## src/rtl/tagged_regfile_if.sv

```systemverilog
// tagged_regfile_if -- bundle of the rename/broadcast/read signals for tagged_regfile.
//
// Signals (named from the register file's point of view):
//   ReadAddr   NRD*ADDR_W  packed read addresses, port i in slice i
//   DataOut    NRD*DATA_W  packed read data (combinational)
//   LabelOut   NRD*TAG_W   packed read labels (combinational)
//   RegWr      1           rename strobe
//   WriteAddr  ADDR_W      register being renamed
//   WriteLabel TAG_W       new pending label
//   BCEN       NBC         per-channel broadcast valid
//   BClabel    NBC*TAG_W   packed broadcast labels
//   BCdata     NBC*DATA_W  packed broadcast data
//   Flush      1           drop every pending label
//   PendCnt    ADDR_W+1    registered count of registers with a nonzero label
//
// Modports: master drives requests and observes results; slave is the register file.
interface tagged_regfile_if #(
    parameter int DATA_W = 32,
    parameter int ADDR_W = 5,
    parameter int TAG_W  = 5,
    parameter int NRD    = 2,
    parameter int NBC    = 2
);
    logic [NRD*ADDR_W-1:0] ReadAddr;
    logic [NRD*DATA_W-1:0] DataOut;
    logic [NRD*TAG_W-1:0]  LabelOut;
    logic                  RegWr;
    logic [ADDR_W-1:0]     WriteAddr;
    logic [TAG_W-1:0]      WriteLabel;
    logic [NBC-1:0]        BCEN;
    logic [NBC*TAG_W-1:0]  BClabel;
    logic [NBC*DATA_W-1:0] BCdata;
    logic                  Flush;
    logic [ADDR_W:0]       PendCnt;

    modport master (
        output ReadAddr, RegWr, WriteAddr, WriteLabel, BCEN, BClabel, BCdata, Flush,
        input  DataOut, LabelOut, PendCnt
    );

    modport slave (
        input  ReadAddr, RegWr, WriteAddr, WriteLabel, BCEN, BClabel, BCdata, Flush,
        output DataOut, LabelOut, PendCnt
    );
endinterface

```

## src/rtl/tagged_regfile.sv

```systemverilog
// tagged_regfile -- register file with reservation-station labels for a
// Tomasulo-style core. Each register holds data plus a label; a nonzero label
// means the value is still being produced and will arrive on a broadcast
// (CDB) channel carrying that label. Register 0 is hardwired to data 0, label 0.
//
// Ports:
//   clk   single clock, all state updates on the rising edge
//   nRST  asynchronous active-low reset, clears all data, labels and PendCnt
//   bus   tagged_regfile_if.slave (reads, rename, broadcast, flush, PendCnt)
//
// Configuration macro REGFILE_BYPASS_EN: when defined, a read of a register
// whose label matches an active broadcast this cycle returns the broadcast
// data with label 0 in the same cycle. When undefined, reads show stored
// state only.
module tagged_regfile #(
    parameter int DATA_W = 32,
    parameter int ADDR_W = 5,
    parameter int TAG_W  = 5,
    parameter int NRD    = 2,
    parameter int NBC    = 2
) (
    input logic            clk,
    input logic            nRST,
    tagged_regfile_if.slave bus
);
    localparam int NREG = 2**ADDR_W;

    logic [DATA_W-1:0] dataMem   [NREG];
    logic [TAG_W-1:0]  labelMem  [NREG];
    logic [DATA_W-1:0] nextData  [NREG];
    logic [TAG_W-1:0]  nextLabel [NREG];
    logic [ADDR_W:0]   nextPend;
    logic [ADDR_W:0]   pendCnt;
    logic [DATA_W-1:0] capData;

    // Returns 1 when an active channel carries this (nonzero) label. Channels
    // are scanned high to low so the lowest-index match is the one kept.
    // A zero label never matches, which also discards broadcasts of label 0.
    function automatic logic bcLookup(
        input  logic [TAG_W-1:0]      label,
        input  logic [NBC-1:0]        en,
        input  logic [NBC*TAG_W-1:0]  labels,
        input  logic [NBC*DATA_W-1:0] datas,
        output logic [DATA_W-1:0]     data
    );
        logic hit;
        hit  = 1'b0;
        data = '0;
        for (int c = NBC - 1; c >= 0; c--) begin
            if (en[c] && label != '0 && labels[c*TAG_W +: TAG_W] == label) begin
                hit  = 1'b1;
                data = datas[c*DATA_W +: DATA_W];
            end
        end
        return hit;
    endfunction

    // Next-state for every register. Order of precedence on the label:
    // flush, then rename, then broadcast capture. Data only ever changes
    // through a broadcast capture, whatever happens to the label.
    always_comb begin
        // NOTE: every variable gets a default before any conditional write,
        // so no path leaves it unassigned and no latch is inferred.
        nextPend = '0;
        capData  = '0;
        for (int r = 0; r < NREG; r++) begin
            nextData[r]  = dataMem[r];
            nextLabel[r] = labelMem[r];
            if (r == 0) begin
                nextData[r]  = '0;
                nextLabel[r] = '0;
            end else begin
                if (bcLookup(labelMem[r], bus.BCEN, bus.BClabel, bus.BCdata, capData)) begin
                    nextData[r]  = capData;
                    nextLabel[r] = '0;
                end
                if (bus.Flush) begin
                    nextLabel[r] = '0;
                end else if (bus.RegWr && bus.WriteAddr == ADDR_W'(r)) begin
                    nextLabel[r] = bus.WriteLabel;
                end
            end
            if (nextLabel[r] != '0) begin
                nextPend = nextPend + (ADDR_W+1)'(1);
            end
        end
    end

    // NOTE: state registers use non-blocking assignments so every register
    // sees the pre-edge values of the others within the same edge.
    always_ff @(posedge clk or negedge nRST) begin
        if (!nRST) begin
            // NOTE: the storage array is reset explicitly because reset must
            // clear every register's data and label, not just the control state;
            // this keeps it in flops rather than a RAM macro.
            for (int r = 0; r < NREG; r++) begin
                dataMem[r]  <= '0;
                labelMem[r] <= '0;
            end
            pendCnt <= '0;
        end else begin
            for (int r = 0; r < NREG; r++) begin
                dataMem[r]  <= nextData[r];
                labelMem[r] <= nextLabel[r];
            end
            pendCnt <= nextPend;
        end
    end

    assign bus.PendCnt = pendCnt;

    // Read ports. With NREG = 2**ADDR_W every address decodes to a register,
    // and duplicate addresses simply select the same storage.
    for (genvar i = 0; i < NRD; i++) begin : gRead
        logic [ADDR_W-1:0] addr;
        logic [DATA_W-1:0] rdData;
        logic [TAG_W-1:0]  rdLabel;

        assign addr = bus.ReadAddr[i*ADDR_W +: ADDR_W];

`ifdef REGFILE_BYPASS_EN
        logic [DATA_W-1:0] byData;
        logic              byHit;

        // Forward the winning broadcast to a reader still waiting on it. A
        // same-cycle rename is not visible here: the stored label is used.
        always_comb begin
            byData  = '0;
            byHit   = bcLookup(labelMem[addr], bus.BCEN, bus.BClabel, bus.BCdata, byData);
            rdData  = byHit ? byData : dataMem[addr];
            rdLabel = byHit ? '0 : labelMem[addr];
        end
`else
        assign rdData  = dataMem[addr];
        assign rdLabel = labelMem[addr];
`endif

        assign bus.DataOut[i*DATA_W +: DATA_W]  = rdData;
        assign bus.LabelOut[i*TAG_W +: TAG_W]   = rdLabel;
    end

endmodule

```

## src/flat_wrapper.sv

```systemverilog
// flat-port wrapper written by rule: the top's interface ports become plain ports
module tagged_regfile_flat 
#(
    parameter int DATA_W = 32,
    parameter int ADDR_W = 5,
    parameter int TAG_W  = 5,
    parameter int NRD    = 2,
    parameter int NBC    = 2
)
  (clk, nRST, bus_ReadAddr, bus_RegWr, bus_WriteAddr, bus_WriteLabel, bus_BCEN, bus_BClabel, bus_BCdata, bus_Flush, bus_DataOut, bus_LabelOut, bus_PendCnt);
  tagged_regfile_if #(.DATA_W(DATA_W), .ADDR_W(ADDR_W), .TAG_W(TAG_W), .NRD(NRD), .NBC(NBC)) bus_i ();
  input logic clk;
  input logic nRST;
  input wire logic [$bits(bus_i.ReadAddr)-1:0] bus_ReadAddr;
  input wire logic [$bits(bus_i.RegWr)-1:0] bus_RegWr;
  input wire logic [$bits(bus_i.WriteAddr)-1:0] bus_WriteAddr;
  input wire logic [$bits(bus_i.WriteLabel)-1:0] bus_WriteLabel;
  input wire logic [$bits(bus_i.BCEN)-1:0] bus_BCEN;
  input wire logic [$bits(bus_i.BClabel)-1:0] bus_BClabel;
  input wire logic [$bits(bus_i.BCdata)-1:0] bus_BCdata;
  input wire logic [$bits(bus_i.Flush)-1:0] bus_Flush;
  output wire logic [$bits(bus_i.DataOut)-1:0] bus_DataOut;
  output wire logic [$bits(bus_i.LabelOut)-1:0] bus_LabelOut;
  output wire logic [$bits(bus_i.PendCnt)-1:0] bus_PendCnt;
  assign bus_i.ReadAddr = bus_ReadAddr;
  assign bus_i.RegWr = bus_RegWr;
  assign bus_i.WriteAddr = bus_WriteAddr;
  assign bus_i.WriteLabel = bus_WriteLabel;
  assign bus_i.BCEN = bus_BCEN;
  assign bus_i.BClabel = bus_BClabel;
  assign bus_i.BCdata = bus_BCdata;
  assign bus_i.Flush = bus_Flush;
  assign bus_DataOut = bus_i.DataOut;
  assign bus_LabelOut = bus_i.LabelOut;
  assign bus_PendCnt = bus_i.PendCnt;
  tagged_regfile #(.DATA_W(DATA_W), .ADDR_W(ADDR_W), .TAG_W(TAG_W), .NRD(NRD), .NBC(NBC)) u_core (.clk(clk), .nRST(nRST), .bus(bus_i));
endmodule
```

## config.mk

```make
export PLATFORM = sky130hd
export DESIGN_NAME = tagged_regfile_flat
export DESIGN_NICKNAME = d
export VERILOG_FILES = /design/src/rtl/tagged_regfile_if.sv /design/src/rtl/tagged_regfile.sv /design/src/flat_wrapper.sv
export SDC_FILE = /design/constraint.sdc
export NUM_CORES = 2
export LEC_CHECK = 0
export BUFFER_PORTS_ARGS = -buffer_cell sky130_fd_sc_hd__buf_2
export CAP_MARGIN = 40
export CORE_AREA = 2 2 370 372
export DETAILED_ROUTE_END_ITERATION = 12
export DIE_AREA = 0 0 372 374
export PLACE_DENSITY = 0.75
export SLEW_MARGIN = 0
export SYNTH_ARGS = -nofsm -noshare
export SYNTH_HDL_FRONTEND = slang
export SYNTH_SLANG_ARGS = --single-unit
export TNS_END_PERCENT = 30
```

## constraint.sdc

```tcl
create_clock -name clk -period 57.3 [get_ports clk]
set_input_delay 11.46 -clock clk [delete_from_list [all_inputs] [get_ports clk]]
set_output_delay 11.46 -clock clk [all_outputs]
set_load 0.02 [all_outputs]
```

# After elaboration in Yosys (flattened, before gate mapping)
# Index checks and enable logic that the tools add are counted.
# op_classes
add_sub_neg,30
n_lt_le_gt_ge,2
eq_ne,93
mux,260
bitwise_logic,2
n_reduce_logical,217
# op_table
cell,n
$mux W32,66
$mux W5,97
$bmux W32 S5,2
$eq A5 B5 Y1,62
$reduce_bool A5 Y1,62
$mux W6,30
$add A6 B1 Y6 const B,29
$logic_and A1 B1 Y1,155
$eq A5 B5 Y1 const B,16
$mux W1,63
$bmux W5 S5,2
$eq A5 B4 Y1 const B,8
$eq A5 B3 Y1 const B,4
$ge A6 B6 Y1 const B,2
$not A5 Y6,2
$eq A5 B2 Y1 const B,2
$eq A5 B1 Y1 const B,1
$add A1 B1 Y2 const B,1
# totals
register_bits,1153
in_bits,100
output_inout_bits,80
word_cells,667

# Depth between registers and ports, before layout
# logic_depth
depth_word,70
ltp_mapped,107
mapped_depth_nobuf,100

# Worst setup path after synthesis
# OpenSTA, ideal clock, no wires.
# synth_path
path_type,in2reg
startpoint,in bus_BClabel[6]
endpoint,reg u_core.pendCnt[5] (netlist: u_core.bus.PendCnt[5])
setup_time_ns,0.125
arrival_ns,30.689
required_time_ns,57.175
path_slack_ns,26.485
stages,106
n_path_buf,6
cell_sequence,buf_2 buf_4 buf_2 buf_1 xnor2_1 nand4_1 nor4_1 nor3_1 a22oi_1 nor2_1 nor2_1 and3_1 inv_1 ha_1 a21boi_2 nor2_4 ha_1 o21ai_0 [... 70 more ...] nand2_1 o31ai_1 ha_1 nand2b_1 and2_1 ha_1 mux2_2 ha_1 mux2_2 ha_1 and2_1 clkbuf_1 nand3_1 mux2i_1 nor4_2 xnor2_1 o32ai_2 xnor2_1
# synth_lines
item,line,rtl
start: declaration,flat_wrapper.sv:19,input wire logic [$bits(bus_i.BClabel)-1:0] bus_BClabel;
end signal: assignment,tagged_regfile.sv:106,pendCnt <= nextPend;
end: declaration,tagged_regfile.sv:33,logic [ADDR_W:0] pendCnt;

==> impl_metrics.sql <==
INSERT INTO impl_metrics (metric_group, metric, value, unit) VALUES
('clocking', 'post-cts-setup-buffer-count', '0', ''),
('routing', 'final_antenna_net_count', '0', ''),
('synth', 'post_synth.cell_area_avg', '10.7', 'sq um'),
('placed_design', 'post_dp_cell_area', '81900', 'sq um'),
('timing', 'layout_worst_path_cycle_share', '55.5', '%'),
('synth', 'synth_warn', '0', ''),
('routing', 'detailroute.via_count', '64800', ''),
('timing', 'period_needed', '31.83', 'ns'),
('grt', 'global_route.usage.total', '39.9', '%'),
('synth', 'synth_flop_cell', 'sky130_fd_sc_hd__dfrtp_1', ''),
('grt', 'largest_net_degree_at_the_start_of_global_routing', '173', ''),
('timing', 'max_freq', '31.4', 'MHz'),
('clocking', 'clk_pin_slew_worst_paths', '0.06', 'ns'),
('routing', 'remaining_drc_errors', '0', ''),
('timing', 'fin_skew', '0.0364', 'ns'),
('timing', 'timing_worst_slew_pin_value', '1.08', 'ns'),
('grt', 'number_of_global_route_vias_before_repair', '64100', ''),
('cells_and_area', 'flow.area_growth_from_synthesis', '9.18', '%'),
('clocking', 'post_cts_resized', '0', ''),
('hold_path', 'hold_path.class', 'reg2reg', ''),
('floorplan', 'placement_rows', '135', ''),
('timing', 'report.final.setup_viol', '0', ''),
('timing', 'rsz0062_at_grt', 'no', ''),
('clocking', 'worst_skew_pair_later_pin_latency', '0.80', 'ns'),
('synth', 'syn_area', '79100', 'sq um'),
('clocking', 'root_buffer', 'sky130_fd_sc_hd__clkbuf_16', ''),
('synth', 'syn_nets', '7493', ''),
('floorplan', 'core', '135000', 'sq um'),
('routing', 'drt_first_iter_violations', '9288', ''),
('clocking', 'cts.hold.buffers_added', '0', ''),
('synth', 'synth.area.top_cells', 'sky130_fd_sc_hd__dfrtp_1, sky130_fd_sc_hd__mux4_2, sky130_fd_sc_hd__mux2i_1', ''),
('synth', 'most_frequent_cells_after_synthesis', 'sky130_fd_sc_hd__dfrtp_1, sky130_fd_sc_hd__nand2_1, sky130_fd_sc_hd__o21ai_0', ''),
('floorplan', 'initial_utilization', '58.6', '%'),
('power_and_ir_drop', 'worst_ir_drop_vdd', '22.0', 'uV'),
('routing', 'via_density_per_instance', '7.23', ''),
('clocking', 'cts.path.max_buffers', '3', ''),
('critical_path', 'crit_path_frequent_cell', 'sky130_fd_sc_hd__ha_1', ''),
('clocking', 'number_of_levels_the_h_tree_was_split_into', '4', ''),
('synth', 'synth_top_cell_by_area', 'sky130_fd_sc_hd__dfrtp_1', ''),
('cells_and_area', 'finalNetCount', '7196', ''),
('status', 'status', 'completed', ''),
('grt', 'antenna_found_initial', '25', ''),
('clocking', 'tritoncts_clock_tree', 'yes', ''),
('floorplan', 'dieHeight', '374', 'um'),
('placed_design', 'portBuffers', '179', ''),
('grt', 'gr-total-overflow', '0', ''),
('timing', 'final-hold-violation-count', '0', ''),
('synth', 'yosys.cell_count.top_type', 'sky130_fd_sc_hd__dfrtp_1', ''),
('floorplan', 'floorplan_die_area', '139000', 'sq um'),
('critical_path', 'critical-path-max-stage-delay', '0.69', 'ns'),
('cells_and_area', 'drive_gt1_share', '21.8', '%'),
('critical_path', 'setup.worst_path.end_class', 'flop', ''),
('floorplan', 'ports', '180', ''),
('synth', 'netlist.area_leader.share', '36.5', '%'),
('synth', 'synth.lib_cells_used.distinct', '99', ''),
('cells_and_area', 'nFillCells', '9984', ''),
('critical_path', 'start_kind', 'input pin', ''),
('floorplan', 'floorplan.die.width', '372', 'um'),
('power_and_ir_drop', 'pwr_density_cell', '24.2', 'nW/um^2'),
('cells_and_area', 'multiInputGateArea', '47300', 'sq um'),
('timing', 'worst_slack', '25.47', 'ns'),
('critical_path', 'worst_ep_required_time', '57.96', 'ns'),
('synth', 'synthesized_instance_count', '7363', ''),
('power_and_ir_drop', 'leakage', '0.0329', 'uW'),
('critical_path', 'worstPathArrival', '32.48', 'ns'),
('timing', 'final-max-slew-violation-count', '0', ''),
('routing', 'dr.pass1.iters', '8', ''),
('critical_path', 'path_class', 'in2reg', ''),
('cells_and_area', 'layout.area.seq', '28900', 'sq um'),
('clocking', 'cts-buffers-inserted', '130', ''),
('clocking', 'clock-sinks', '1153', '');
-- flip-flops by register name, indices dropped and copies added (netlist names) --
name,count
u_core.bus.PendCnt,6
u_core.labelMem,155
u_core.dataMem,992
-- power by group --
part           total (uW)  leakage [uW]  switching, uW  internal [uW]
clock network         888       0.00220            367            520
registers             890        0.0159           34.7            855
logic                 316        0.0147            182            134
-- layout make-up --
type / count / share of cell area, %
multi-input cells: 5357 / 54.8
flip-flops and latches: 1153 / 33.4
clock buffers: 192 / 4.53
repair buffers: 381 / 3.82
well taps: 1781 / 2.58
clock inverters: 42 / 0.653
inverters: 43 / 0.187
diodes: 17 / 0.0492
-- cell usage in the layout (no fill, tap or decap), types with 12 or more instances in the layout --
cell type,n
sky130_fd_sc_hd__o21ai_0,1023
sky130_fd_sc_hd__xor2_1,153
sky130_fd_sc_hd__clkbuf_1,25
sky130_fd_sc_hd__nand3_1,81
sky130_fd_sc_hd__buf_4,152
sky130_fd_sc_hd__ha_1,30
sky130_fd_sc_hd__clkinv_2,18
sky130_fd_sc_hd__xnor2_1,247
sky130_fd_sc_hd__buf_2,174
sky130_fd_sc_hd__a22oi_1,49
sky130_fd_sc_hd__or2_2,12
sky130_fd_sc_hd__clkbuf_8,32
sky130_fd_sc_hd__nor4_2,49
sky130_fd_sc_hd__buf_12,15
sky130_fd_sc_hd__mux2_2,159
sky130_fd_sc_hd__nor4_1,12
sky130_fd_sc_hd__nor3_1,25
sky130_fd_sc_hd__mux2i_1,1001
sky130_fd_sc_hd__nor4_4,13
sky130_fd_sc_hd__nand4_1,70
sky130_fd_sc_hd__clkbuf_16,135
sky130_fd_sc_hd__nor2_1,164
sky130_fd_sc_hd__inv_1,42
sky130_fd_sc_hd__a22o_1,74
sky130_fd_sc_hd__mux4_2,667
sky130_fd_sc_hd__o32a_1,16
sky130_fd_sc_hd__buf_16,32
sky130_fd_sc_hd__o32ai_1,57
sky130_fd_sc_hd__dfrtp_1,1153
sky130_fd_sc_hd__nand2_1,1144
sky130_fd_sc_hd__diode_2,17
sky130_fd_sc_hd__a21oi_1,39
sky130_fd_sc_hd__or4_1,36
sky130_fd_sc_hd__and2_1,31
-- layer usage --
metal / track usage [%] / share of wire, %
met5: 0.315 / 0.062
met4: 24.7 / 7.4
met3: 14.6 / 14
met2: 57.1 / 43
met1: 51.6 / 35
-- logic make-up (layout without fill, tap and decap cells) --
group | after synthesis | in the layout | synth area share [%]
other | 0 | 17 | 0
AOI/OAI and AO/OA | 1354 | 1354 | 9.91
and+or+nand+nor | 1710 | 1710 | 9.61
xor gates and xnor gates | 435 | 435 | 5.36
adders and majority gates | 30 | 30 | 0.474
muxes | 1828 | 1828 | 33.9
DFF | 1153 | 1153 | 36.5
buffers and inverters | 853 | 658 | 4.25
-- critical path, delay by kind of cell --
family / cells / cell delay (ns)
multiplexers: 8 / 2.05
AND/OR/NAND/NOR: 31 / 4.17
adder cells (fa/ha/maj): 28 / 7.97
AO/OA/AOI/OAI: 26 / 4.62
XOR/XNOR: 3 / 0.56
buffers and inverters: 6 / 1.56
-- per-stage QoR --
stage | cells | util, % | power (uW) | hold slack (ns)
floorplan | 7363 | - | 1110 | 0.540
global placement | 8664 | 59.8 | 1200 | 0.559
detailed placement | 8714 | 60.7 | 1210 | 0.574
CTS | 8948 | 64.0 | 2090 | 0.588
global route | 8956 | 64.0 | 2160 | 0.608
finish | 8966 | 64.0 | 2090 | 0.586
-- worst paths after layout --
path	start	to	slack, ns	cells past startpoint
worst max register to register	u_core.labelMem[150]	u_core.bus.PendCnt[5]	35.95	100
worst min-delay path	u_core.dataMem[918]	u_core.dataMem[918]	0.59	2
max in group asynchronous	nRST	u_core.dataMem[496]	42.28	9
worst max-delay path	bus_BClabel[4]	u_core.bus.PendCnt[5]	25.47	102
min in group asynchronous	nRST	u_core.bus.PendCnt[5]	10.68	1
worst min register to register	u_core.dataMem[918]	u_core.dataMem[918]	0.59	2
No activity file was read; power rests on OpenSTA's default activity.
